### config.mk
export PLATFORM = sky130hd
export DESIGN_NAME = user_mgr_arbiter
export DESIGN_NICKNAME = d
export VERILOG_FILES = /design/src/rtl/user_mgr_arbiter_pkg.sv /design/src/rtl/user_mgr_arbiter_id_fifo.sv /design/src/rtl/user_mgr_arbiter.sv
export SDC_FILE = /design/constraint.sdc
export NUM_CORES = 1
export LEC_CHECK = 0
export CORE_AREA = 10 10 118 120
export DETAILED_ROUTE_END_ITERATION = 10
export DIE_AREA = 0 0 128 130
export GPL_ROUTABILITY_DRIVEN = 0
export GPL_TIMING_DRIVEN = 0
export PLACE_DENSITY_LB_ADDON = 0.1
export SLEW_MARGIN = 40
export SYNTH_ARGS = -nofsm -noshare
export SYNTH_HDL_FRONTEND = slang
export SYNTH_HIERARCHICAL = 1
export SYNTH_SLANG_ARGS = --single-unit
### constraint.sdc
create_clock -name clk_i -period 5.16 [get_ports clk_i]
set_clock_uncertainty 0.1 [all_clocks]
set_input_delay 1.032 -clock clk_i [delete_from_list [all_inputs] [get_ports clk_i]]
set_output_delay 1.032 -clock clk_i [all_outputs]
set_load 0.1 [all_outputs]
### src/rtl/user_mgr_arbiter_pkg.sv
// Shared types and constants for the user-domain manager arbiter.
//
// Contents:
//   NumUserMgr / UserMgrMaxTrans : default manager count and outstanding depth
//   user_mgr_idx_e               : manager slot assignment (CNN, DMA)
//   mgr_obi_req_t / mgr_obi_rsp_t: OBI request/response structs on the manager port
//   lock_state_e                 : A-channel lock FSM states
//   idx_width()                  : index width helper, never narrower than one bit
package user_mgr_arbiter_pkg;

    localparam int unsigned NumUserMgr      = 2;
    localparam int unsigned UserMgrMaxTrans = 2;

    typedef enum logic [0:0] {
        UserMgrCnn = 1'b0,
        UserMgrDma = 1'b1
    } user_mgr_idx_e;

    localparam int unsigned ObiAddrW = 32;
    localparam int unsigned ObiDataW = 32;
    localparam int unsigned ObiIdW   = 1;

    typedef struct packed {
        logic [ObiAddrW-1:0]   addr;
        logic                  we;
        logic [ObiDataW/8-1:0] be;
        logic [ObiDataW-1:0]   wdata;
        logic [ObiIdW-1:0]     aid;
    } mgr_obi_a_chan_t;

    typedef struct packed {
        logic            req;
        mgr_obi_a_chan_t a;
    } mgr_obi_req_t;

    typedef struct packed {
        logic [ObiDataW-1:0] rdata;
        logic                err;
        logic [ObiIdW-1:0]   rid;
    } mgr_obi_r_chan_t;

    typedef struct packed {
        logic            gnt;
        logic            rvalid;
        mgr_obi_r_chan_t r;
    } mgr_obi_rsp_t;

    typedef enum logic {
        UNLOCKED = 1'b0,
        LOCKED   = 1'b1
    } lock_state_e;

    function automatic int unsigned idx_width(input int unsigned n);
        return (n > 1) ? $clog2(n) : 1;
    endfunction

endpackage

### src/rtl/user_mgr_arbiter_id_fifo.sv
// In-order FIFO of manager indices, one entry per outstanding transaction.
// The head entry names the manager that owns the next R-channel beat.
//
// Ports:
//   clk, rst_n : clock, asynchronous active-low reset (FIFO empties)
//   push, wdata: enqueue wdata (ignored when full)
//   pop, rdata : dequeue head (ignored when empty); rdata is the current head
//   full, empty: occupancy flags
module user_mgr_arb_id_fifo
    import user_mgr_arbiter_pkg::*;
#(
    parameter int unsigned Depth = 2,
    parameter int unsigned Width = 1
) (
    input  logic             clk,
    input  logic             rst_n,
    input  logic             push,
    input  logic [Width-1:0] wdata,
    input  logic             pop,
    output logic [Width-1:0] rdata,
    output logic             full,
    output logic             empty
);

    localparam int unsigned PtrW = idx_width(Depth);
    localparam int unsigned CntW = $clog2(Depth + 1);

    logic [Width-1:0] mem [Depth];
    logic [PtrW-1:0]  wr_ptr;
    logic [PtrW-1:0]  rd_ptr;
    logic [CntW-1:0]  count;
    logic             do_push;
    logic             do_pop;

    assign full    = (count == CntW'(Depth));
    assign empty   = (count == '0);
    assign do_push = push && !full;
    assign do_pop  = pop && !empty;
    assign rdata   = mem[rd_ptr];

    // Pointers wrap explicitly so non-power-of-two depths work.
    function automatic logic [PtrW-1:0] ptr_inc(input logic [PtrW-1:0] p);
        return (p == PtrW'(Depth - 1)) ? '0 : p + PtrW'(1);
    endfunction

    always_ff @(posedge clk or negedge rst_n) begin
        if (!rst_n) begin
            wr_ptr <= '0;
            rd_ptr <= '0;
            count  <= '0;
            for (int i = 0; i < int'(Depth); i++) begin
                mem[i] <= '0;
            end
        end else begin
            if (do_push) begin
                mem[wr_ptr] <= wdata;
                wr_ptr      <= ptr_inc(wr_ptr);
            end
            if (do_pop) begin
                rd_ptr <= ptr_inc(rd_ptr);
            end
            if (do_push && !do_pop) begin
                count <= count + CntW'(1);
            end else if (!do_push && do_pop) begin
                count <= count - CntW'(1);
            end
        end
    end

endmodule

### src/rtl/user_mgr_arbiter.sv
// Shares the single user-domain OBI manager port between NumMgr managers.
// A-channel: round-robin arbitration (fixed priority, lowest index first, when
// USER_MGR_ARB_FIXED_PRIO_EN is defined), with a lock that holds the current
// winner from an ungranted request until its handshake. R-channel: responses
// are routed in order using a FIFO of issuer indices, up to MaxTrans deep.
//
// Ports:
//   clk_i, rst_ni  : clock, asynchronous active-low reset
//   sbr_req_i[]    : per-manager OBI requests
//   sbr_rsp_o[]    : per-manager OBI responses (gnt to winner, rvalid/r to issuer)
//   mgr_req_o      : merged request towards Croc
//   mgr_rsp_i      : response from Croc
//   idle_o         : nothing outstanding and no request pending
//   spurious_rsp_o : rvalid seen with nothing outstanding (dropped)
//
// Lock FSM:
//   state    | meaning
//   UNLOCKED | winner chosen freely by the arbiter
//   LOCKED   | request issued but not granted; winner pinned to lock_idx
module user_mgr_arbiter
    import user_mgr_arbiter_pkg::*;
#(
    parameter int unsigned NumMgr   = NumUserMgr,
    parameter int unsigned MaxTrans = UserMgrMaxTrans,
    parameter type obi_req_t = mgr_obi_req_t,
    parameter type obi_rsp_t = mgr_obi_rsp_t
) (
    input  logic     clk_i,
    input  logic     rst_ni,
    input  obi_req_t sbr_req_i [NumMgr],
    output obi_rsp_t sbr_rsp_o [NumMgr],
    output obi_req_t mgr_req_o,
    input  obi_rsp_t mgr_rsp_i,
    output logic     idle_o,
    output logic     spurious_rsp_o
);

    localparam int unsigned IdxW = idx_width(NumMgr);

    logic [NumMgr-1:0] req_vec;
    logic              cand_valid;
    logic [IdxW-1:0]   cand_idx;
    logic              winner_valid;
    logic [IdxW-1:0]   winner;
    logic              req_valid;
    logic              handshake;
    logic              fifo_full;
    logic              fifo_empty;
    logic              fifo_pop;
    logic [IdxW-1:0]   fifo_head;
    lock_state_e       state_q;
    lock_state_e       state_d;
    logic [IdxW-1:0]   lock_idx;
    logic              locked;

    always_comb begin
        for (int i = 0; i < int'(NumMgr); i++) begin
            req_vec[i] = sbr_req_i[i].req;
        end
    end

`ifdef USER_MGR_ARB_FIXED_PRIO_EN
    // Downward scan so the lowest requesting index is the last one written.
    always_comb begin
        cand_idx = '0;
        for (int i = int'(NumMgr) - 1; i >= 0; i--) begin
            if (req_vec[i]) begin
                cand_idx = IdxW'(i);
            end
        end
        cand_valid = |req_vec;
    end
`else
    logic [IdxW-1:0] rr_ptr;
    logic [IdxW-1:0] hi_idx;
    logic [IdxW-1:0] lo_idx;
    logic            hi_valid;

    // Wrap-around search: lowest requester at or above rr_ptr, else lowest overall.
    always_comb begin
        hi_valid = 1'b0;
        hi_idx   = '0;
        lo_idx   = '0;
        for (int i = int'(NumMgr) - 1; i >= 0; i--) begin
            if (req_vec[i]) begin
                lo_idx = IdxW'(i);
                if (i >= int'(rr_ptr)) begin
                    hi_valid = 1'b1;
                    hi_idx   = IdxW'(i);
                end
            end
        end
        cand_valid = |req_vec;
        cand_idx   = hi_valid ? hi_idx : lo_idx;
    end

    always_ff @(posedge clk_i or negedge rst_ni) begin
        if (!rst_ni) begin
            rr_ptr <= '0;
        end else if (handshake) begin
            rr_ptr <= (winner == IdxW'(NumMgr - 1)) ? '0 : winner + IdxW'(1);
        end
    end
`endif

    // A pending ungranted request keeps its slot even if it stops being the
    // arbiter's choice; OBI requires the address phase to stay stable.
    always_comb begin
        if (locked) begin
            winner       = lock_idx;
            winner_valid = req_vec[lock_idx];
        end else begin
            winner       = cand_idx;
            winner_valid = cand_valid;
        end
    end

    // Full blocks issue even when a pop frees a slot this cycle; keeps the
    // request independent of rvalid.
    assign req_valid = winner_valid && !fifo_full;
    assign handshake = req_valid && mgr_rsp_i.gnt;

    always_comb begin
        mgr_req_o     = sbr_req_i[winner];
        mgr_req_o.req = req_valid;
    end

    always_ff @(posedge clk_i or negedge rst_ni) begin
        if (!rst_ni) begin
            state_q  <= UNLOCKED;
            lock_idx <= '0;
        end else begin
            state_q <= state_d;
            if (state_q == UNLOCKED && state_d == LOCKED) begin
                lock_idx <= winner;
            end
        end
    end

    always_comb begin
        state_d = state_q;
        unique case (state_q)
            UNLOCKED: if (req_valid && !mgr_rsp_i.gnt) state_d = LOCKED;
            LOCKED:   if (handshake) state_d = UNLOCKED;
            default:  state_d = UNLOCKED;
        endcase
    end

    always_comb begin
        locked = (state_q == LOCKED);
    end

    assign fifo_pop = mgr_rsp_i.rvalid && !fifo_empty;

    user_mgr_arb_id_fifo #(
        .Depth (MaxTrans),
        .Width (IdxW)
    ) i_id_fifo (
        .clk   (clk_i),
        .rst_n (rst_ni),
        .push  (handshake),
        .wdata (winner),
        .pop   (fifo_pop),
        .rdata (fifo_head),
        .full  (fifo_full),
        .empty (fifo_empty)
    );

    always_comb begin
        for (int i = 0; i < int'(NumMgr); i++) begin
            sbr_rsp_o[i]     = '0;
            sbr_rsp_o[i].gnt = handshake && (winner == IdxW'(i));
            if (fifo_pop && (fifo_head == IdxW'(i))) begin
                sbr_rsp_o[i].rvalid = 1'b1;
                sbr_rsp_o[i].r      = mgr_rsp_i.r;
            end
        end
    end

    assign idle_o         = fifo_empty && !(|req_vec);
    assign spurious_rsp_o = mgr_rsp_i.rvalid && fifo_empty;

endmodule

======== After elaboration in Yosys (flattened, before gate mapping) ========
Index checks and enable logic that the tools add are counted.
cells by class
  order comparisons ....................... 6
  muxes and demuxes ....................... 30
  reductions and logical operators ........ 25
  eq/ne operators ......................... 1
  bitwise gates (word level) .............. 6
  add/subtract/negate cells ............... 5
operator list
  cell                   count
  $mux W70               3
  $mux W35               2
  $mux W1                20
  $logic_and A1 B1 Y1    16
  $ge A2 B2 Y1 const B   3
  $logic_not A1 Y1       6
  $not A1 Y2             3
  $mux W2                2
  $add A1 B1 Y1 const B  3
  $not A1 Y1             3
  $add A2 B1 Y2 const B  1
  $bwmux W2              1
  $eq A2 B2 Y1 const B   1
  $logic_not A2 Y1       1
  $lt A1 B2 Y1 const B   1
  $lt A2 B1 Y1 const B   1
  $pmux W1 S2            1
  $reduce_bool A2 Y1     1
  $reduce_or A2 Y1       1
  $sub A2 B1 Y2 const B  1
  $demux W1 S1           1
  $ge A1 B1 Y1 const A   1
storage, ports and cells
  logic and storage cells ................. 81
  register bits ........................... 9
  output and inout bits ................... 145
  input port bits ......................... 180

======== Longest topological paths before layout ========
Gate-level depths: netlist (run 1).
  word-level depth ........................ 10
  gate-level depth with buffers ........... 9
  gate-level depth less buffers ........... 8

======== By module ========
The synthesis (run 1) kept the hierarchy.
modules (own cells, without submodules)
  module                cells each  times used  seq. area each (um^2)  area each (um^2)
  user_mgr_arbiter      183         1           75.1                   1844.3
  user_mgr_arb_id_fifo  23          1           150.1                  284.0

======== Least setup slack after synthesis (run 1) ========
No wires, ideal clock.
  kind .................................... input to output
  start ................................... input port mgr_rsp_i[34] (netlist name)
  end ..................................... output port sbr_rsp_o[41] (netlist name)
  stages .................................. 5
  buffers on the path ..................... 2
  arrival time ............................ 3.349 ns
  required time ........................... 4.028 ns
  setup slack ............................. 0.679 ns
  cell sequence ........................... nor2b_1 > buf_2 > and2b_1 > clkbuf_1 > and2_1
RTL lines
  element      RTL line                source
  from (decl)  user_mgr_arbiter.sv:33  input obi_rsp_t mgr_rsp_i,
  to (decl)    user_mgr_arbiter.sv:31  output obi_rsp_t sbr_rsp_o [NumMgr],

==> results of run 1 <==
-- flip-flops by register name, summed over array words and instances (netlist names) --
name / count
i_id_fifo/rd_ptr: 1
lock_idx: 1
i_id_fifo/count: 2
i_id_fifo/wr_ptr: 1
rr_ptr: 1
i_id_fifo/mem: 2
locked: 1
-- cell type report --
type                            count  area (um^2)  share of cell area
Timing Repair Buffer              324         2520               0.513
Clock buffer                        4         78.8              0.0161
Inverter                            4         15.0             0.00306
Buffer                             19          189              0.0385
Multi-Input combinational cell    174         1700               0.346
Tap cell                          147          184              0.0375
Sequential cell                     9          225              0.0459
-- critical path, cell delays in order --
cell	delay [ns]
clkdlybuf4s50_1	0.46
nor2b_1	0.11
buf_2	0.19
and2b_1	0.30
clkbuf_1	0.33
and2_1	0.17
buf_2	0.44
-- through the flow --
step | cell area [um^2] | instances | util | hold WS [ns] | setup slack, ns
floorplan | 2130 | 206 | - | 0.355 | 0.679
detailed placement | 4830 | 677 | 0.412 | 0.374 | 0.913
finish | 4910 | 681 | 0.419 | 0.379 | 0.974
global placement | 5560 | 677 | 0.474 | 0.369 | 0.181
global route | 4910 | 681 | 0.419 | 0.414 | 0.773
CTS | 4910 | 681 | 0.419 | 0.379 | 0.911
-- worst paths after layout --
check / startpoint / end
hold / removal: i_id_fifo/rd_ptr$_DFFE_PN0P_ / i_id_fifo/rd_ptr$_DFFE_PN0P_
setup / recovery: mgr_rsp_i[34] / sbr_rsp_o[37]
setup reg to reg: i_id_fifo/count[0]$_DFFE_PN0P_ / i_id_fifo/count[1]$_DFFE_PN0P_
hold reg to reg: i_id_fifo/rd_ptr$_DFFE_PN0P_ / i_id_fifo/rd_ptr$_DFFE_PN0P_
max in group asynchronous: rst_ni / i_id_fifo/mem[1]$_DFFE_PN0P_
min in group asynchronous: rst_ni / i_id_fifo/count[1]$_DFFE_PN0P_
-- routing by layer --
metal,track usage,vias to the layer above
met5,0,-
met4,0.0159,0
met3,0.0414,5
met2,0.298,145
met1,0.155,1279
li1,-,1385
-- cell usage after synthesis (all sizes together), types with 2 or more instances --
| cell | n |
|---|---|
| and3 | 34 |
| nor2 | 3 |
| nor2b | 3 |
| xor2 | 3 |
| clkbuf | 9 |
| and2 | 39 |
| dfrtp | 9 |
| mux2i | 2 |
| mux2 | 73 |
| buf | 10 |
| inv | 4 |
| xnor2 | 2 |
| nand2 | 2 |
-- cell families (layout without fill, tap and decap cells) --
kind of cell / count (synthesis) / count (layout)
simple gates: 86 / 86
mux: 75 / 75
buf+inv: 23 / 351
flops: 9 / 9
compound gates: 7 / 7
xor+xnor: 5 / 5
fa+ha+maj: 1 / 1
==> flow_summary.yaml, run 1 <==
run_status:
  run_status: "finished clean"
clock_tree:
  cts_setup_buffers: 0
  clk_pin_slew_ns: 0.04
  cts-htree-levels: 1
  cts_buffers: 3
  root_buffer: "clkbuf_16"
  post_cts_resized: 0
  insertion_delay_ns: 0.24
  postCtsHoldBufs: 0
  clock_path_buffers: 2
  cts_tree: "built"
  cts_sinks: 9
synthesis:
  async_reset_ff_frac: 1.00
  synth_top_family_by_area: "multiplexers"
  synth_edf_count: 0
  yosysTopAreaCell: "mux2_4"
  synth-xor-area-share: 0.0206
  synthTopCellsByArea: "mux2_4, and2_1, mux2_1, dfrtp_1, and3_1"
  synth.distinct_cells: 33
  ys_ff_latch: 9
  synth_warnings: 6
  synthSimpleGateAreaFrac: 0.249
  synthCells: 206
  avgSynthCellArea_um2: 10.3
  synth.area.mux_share: 0.484
  synth_compound_area_frac: 0.0388
  yosys.area.top_type_share: 0.353
  syn_nets: 387
  synthFlopType: "dfrtp_1"
  synth.cell_area_mm2: 0.00213
  ys_seq_area_frac: 0.106
  synth-adder-area-share: 0.00588
drt:
  wl_met3_um: 1090
  wl_met2_um: 7730
  wl_per_cell_um: 20.2
  topRoutingLayerUsed: "met4"
  firstDrtPassIters: 4
  wirelength_um: 13800
  dr_total_vias: 2814
  drc: 0
  detail-route-antenna-nets: 0
  viasPerCell: 4.13
  wirelength_met1_um: 4900
  first_iter_violations: 69
placed_design:
  detailed_place_hpwl_um: 12500
  port-buffer-count: 324
floorplanning:
  fp.dieH_um: 130
  num_io_pins: 325
  fp-row-count: 40
  core_area_mm2: 0.0117
  dieArea_mm2: 0.0166
  start_util: 0.182
  die_w_um: 128
min_path:
  hp-class: "reg2reg"
  holdPathStages: 1
setup_path:
  r2r_slack_ns: 3.02
  cp.arrival_ns: 3.05
  worstPathRequired_ns: 4.03
  endpoint_kind: "output port"
  r2r_cells: 8
  crit_fanout: 10
  start_kind: "primary input"
  worstSetupPathType: "in2out"
sta:
  slew-limit-headroom: 0.643
  finalHoldViolations: 0
  max_freq_mhz: 239
  slew_violations: 0
  rsz0062_at_grt: "no"
  worst_slew_pin_slew_ns: 0.539
  setup_tns_ns: 0
  finalWorstPathRequiredPeriod_ns: 4.19
  setup_viol: 0
  fin_crit_sh: 0.811
layout:
  layout_commonest_cell: "clkdlybuf4s50_1"
  area_growth_pct: 131
  nNetsFinal: 716
  final_cell_mix: "clkdlybuf4s50_1, buf_2, mux2_4"
  n_antenna_cell: 0
  fillCellCount: 1175
  drive_above_1_share: 0.403
grt:
  track_usage: 0.150
  grt_antenna_before_repair: 0
  grt_first_pass_wirelength_um: 19500
  grt_remaining_overflow: 0
  grt_pass1_vias: 2956
  grt_start_max_net_pins: 12
run:
  drv_cap: 0
Power of run 1 is not shown: default switching activity piles up to over one toggle a cycle in this logic, so the estimate is an artifact.
==> inputs of run 2 (changes only) <==
--- a/config.mk
+++ b/config.mk
@@ -5,9 +5,9 @@
 export SDC_FILE = /design/constraint.sdc
 export NUM_CORES = 1
 export LEC_CHECK = 0
-export CORE_AREA = 10 10 118 120
+export CORE_AREA = 10 10 117 119
 export DETAILED_ROUTE_END_ITERATION = 10
-export DIE_AREA = 0 0 128 130
+export DIE_AREA = 0 0 127 129
 export GPL_ROUTABILITY_DRIVEN = 0
 export GPL_TIMING_DRIVEN = 0
 export PLACE_DENSITY_LB_ADDON = 0.1
==> constraint.sdc (replaced) <==
create_clock -name clk_i -period 4.1 [get_ports clk_i]
set_clock_uncertainty 0.1 [all_clocks]
set_input_delay 0.82 -clock clk_i [delete_from_list [all_inputs] [get_ports clk_i]]
set_output_delay 0.82 -clock clk_i [all_outputs]
set_load 0.1 [all_outputs]
==> run 2 against run 1 <==
Effect of this change: non-clock buffer count did not move; core utilization rose by 1.4 points; clock-buffer cell count did not move; critical endpoint is now sbr_rsp_o[38].
==> flow_summary.yaml, run 2 (synthesis results as in run 1) <==
sta:
  finalHoldViolations: 0
  slew-limit-headroom: 0.637
  rsz0062_at_grt: "no"
  max_freq_mhz: 266
  finalWorstPathRequiredPeriod_ns: 3.75
  worst_slew_pin_slew_ns: 0.548
  slew_violations: 0
  setup_viol: 0
  fin_crit_sh: 0.916
setup_path:
  cp_common_cell: "buf_2"
  endpoint_kind: "output port"
  cp_slowest_stage_delay_ns: 0.46
  worstSetupPathType: "in2out"
  crit_fanout: 10
  crit_path_top_delay_cell: "clkdlybuf4s50_1"
  worstPathRequired_ns: 3.18
  cp_cell_sequence: "clkdlybuf4s50_1, nor2b_1, buf_2, and2b_1, clkbuf_1, and2_1, buf_2"
  timing.critical_path.buf_inv: 4
  cp_top_family: "buffers and inverters"
  cp.arrival_ns: 2.83
  start_kind: "primary input"
floorplanning:
  start_util: 0.188
  num_io_pins: 325
  die_w_um: 127
  core_area_mm2: 0.0113
  fp.dieH_um: 129
  fp-row-count: 39
  dieArea_mm2: 0.0164
layout:
  utilization: 0.433
  reg_top3: "i_id_fifo/count: 2 flops, i_id_fifo/mem: 2 flops"
  drive_above_1_share: 0.403
  finalNonFillerCells: 677
  layout_commonest_cell: "clkdlybuf4s50_1"
  area_growth_pct: 130
  nNetsFinal: 716
  n_antenna_cell: 0
  fillCellCount: 1124
  final_cell_mix: "clkdlybuf4s50_1, buf_2, mux2_4"
placed_design:
  dp.cells: 673
  port-buffer-count: 324
  detailed_place_hpwl_um: 12700
grt:
  gr-usage-met2: 0.314
  grt_pass1_vias: 3002
  grt_first_pass_wirelength_um: 19600
  grt_antenna_before_repair: 0
  grt_remaining_overflow: 0
  grt-busiest-layer: "met2"
  track_usage: 0.153
  met1_usage: 0.147
  grt_start_max_net_pins: 12
  use_met3: 0.0493
drt:
  first_iter_violations: 83
  viasPerCell: 4.18
  wl_per_cell_um: 20.7
  drc: 0
  detail-route-antenna-nets: 0
  dr_total_vias: 2831
  wirelength_um: 14000
  firstDrtPassIters: 4
clock_tree:
  clk_pin_slew_ns: 0.04
  cts_sinks: 9
  cts_tree: "built"
  cts_buffers: 3
  cts_setup_buffers: 0
  insertion_delay_ns: 0.23
  clock_path_buffers: 2
  postCtsHoldBufs: 0
  root_buffer: "clkbuf_16"
  post_cts_resized: 0
  cts-htree-levels: 1
run:
  drv_cap: 0
run_status:
  run_status: "finished clean"
min_path:
  hp-class: "reg2reg"
-- run 2: cell counts in the layout (fill, tap and decap cells not counted) --
No cell type changed its count.
-- run 2: per-stage QoR --
step	hold WS (ns)	worst slack [ns]	setup TNS, ns	cell area [um^2]
2_1_floorplan	0.355	0.0431	0	2130
3_3_place_gp	0.370	-0.396	-27.50	5550
3_5_place_dp	0.379	0.301	0	4820
4_1_cts	0.386	0.293	0	4900
5_1_grt	0.405	0.158	0	4900
6_report	0.382	0.346	0	4900
-- run 2: path summary, 6_finish.rpt --
check                                          startpoint                        endpoint  slack (ns)  depth (start not counted)
max in group asynchronous                          rst_ni    i_id_fifo/wr_ptr$_DFFE_PN0P_        2.80                          1
hold / removal               i_id_fifo/rd_ptr$_DFFE_PN0P_    i_id_fifo/rd_ptr$_DFFE_PN0P_        0.38                          1
hold reg to reg              i_id_fifo/rd_ptr$_DFFE_PN0P_    i_id_fifo/rd_ptr$_DFFE_PN0P_        0.38                          1
setup / recovery                            mgr_rsp_i[34]                   sbr_rsp_o[38]        0.35                          7
min in group asynchronous                          rst_ni  i_id_fifo/count[1]$_DFFE_PN0P_        0.80                          1
setup reg to reg           i_id_fifo/count[0]$_DFFE_PN0P_  i_id_fifo/count[1]$_DFFE_PN0P_        1.91                          9
-- run 2: area by class of cell --
class	instances	area (um^2)	area share
multi-input cells	174	1700	0.347
plain buffers	19	189	0.0385
clock buffers	4	78.8	0.0161
well taps	143	179	0.0365
flip-flops and latches	9	225	0.0459
inverters	4	15.0	0.00306
repair buffers	324	2520	0.513
-- run 2: worst register-to-register path: stages (launching register included) --
cell      delay, ns
dfrtp_1        0.41
nor2_1         0.10
nor2b_1        0.10
buf_2          0.19
clkbuf_1       0.31
o21ai_0        0.23
ha_1           0.24
xor2_1         0.14
nor2_1         0.12
xor2_1         0.17
-- run 2: routing by layer --
layer	up-vias	wire length (um)
li1	1384	-
met1	1290	4850
met2	151	7920
met3	6	1170
met4	0	109
met5	-	0
Power of run 2 is left out for the same reason.
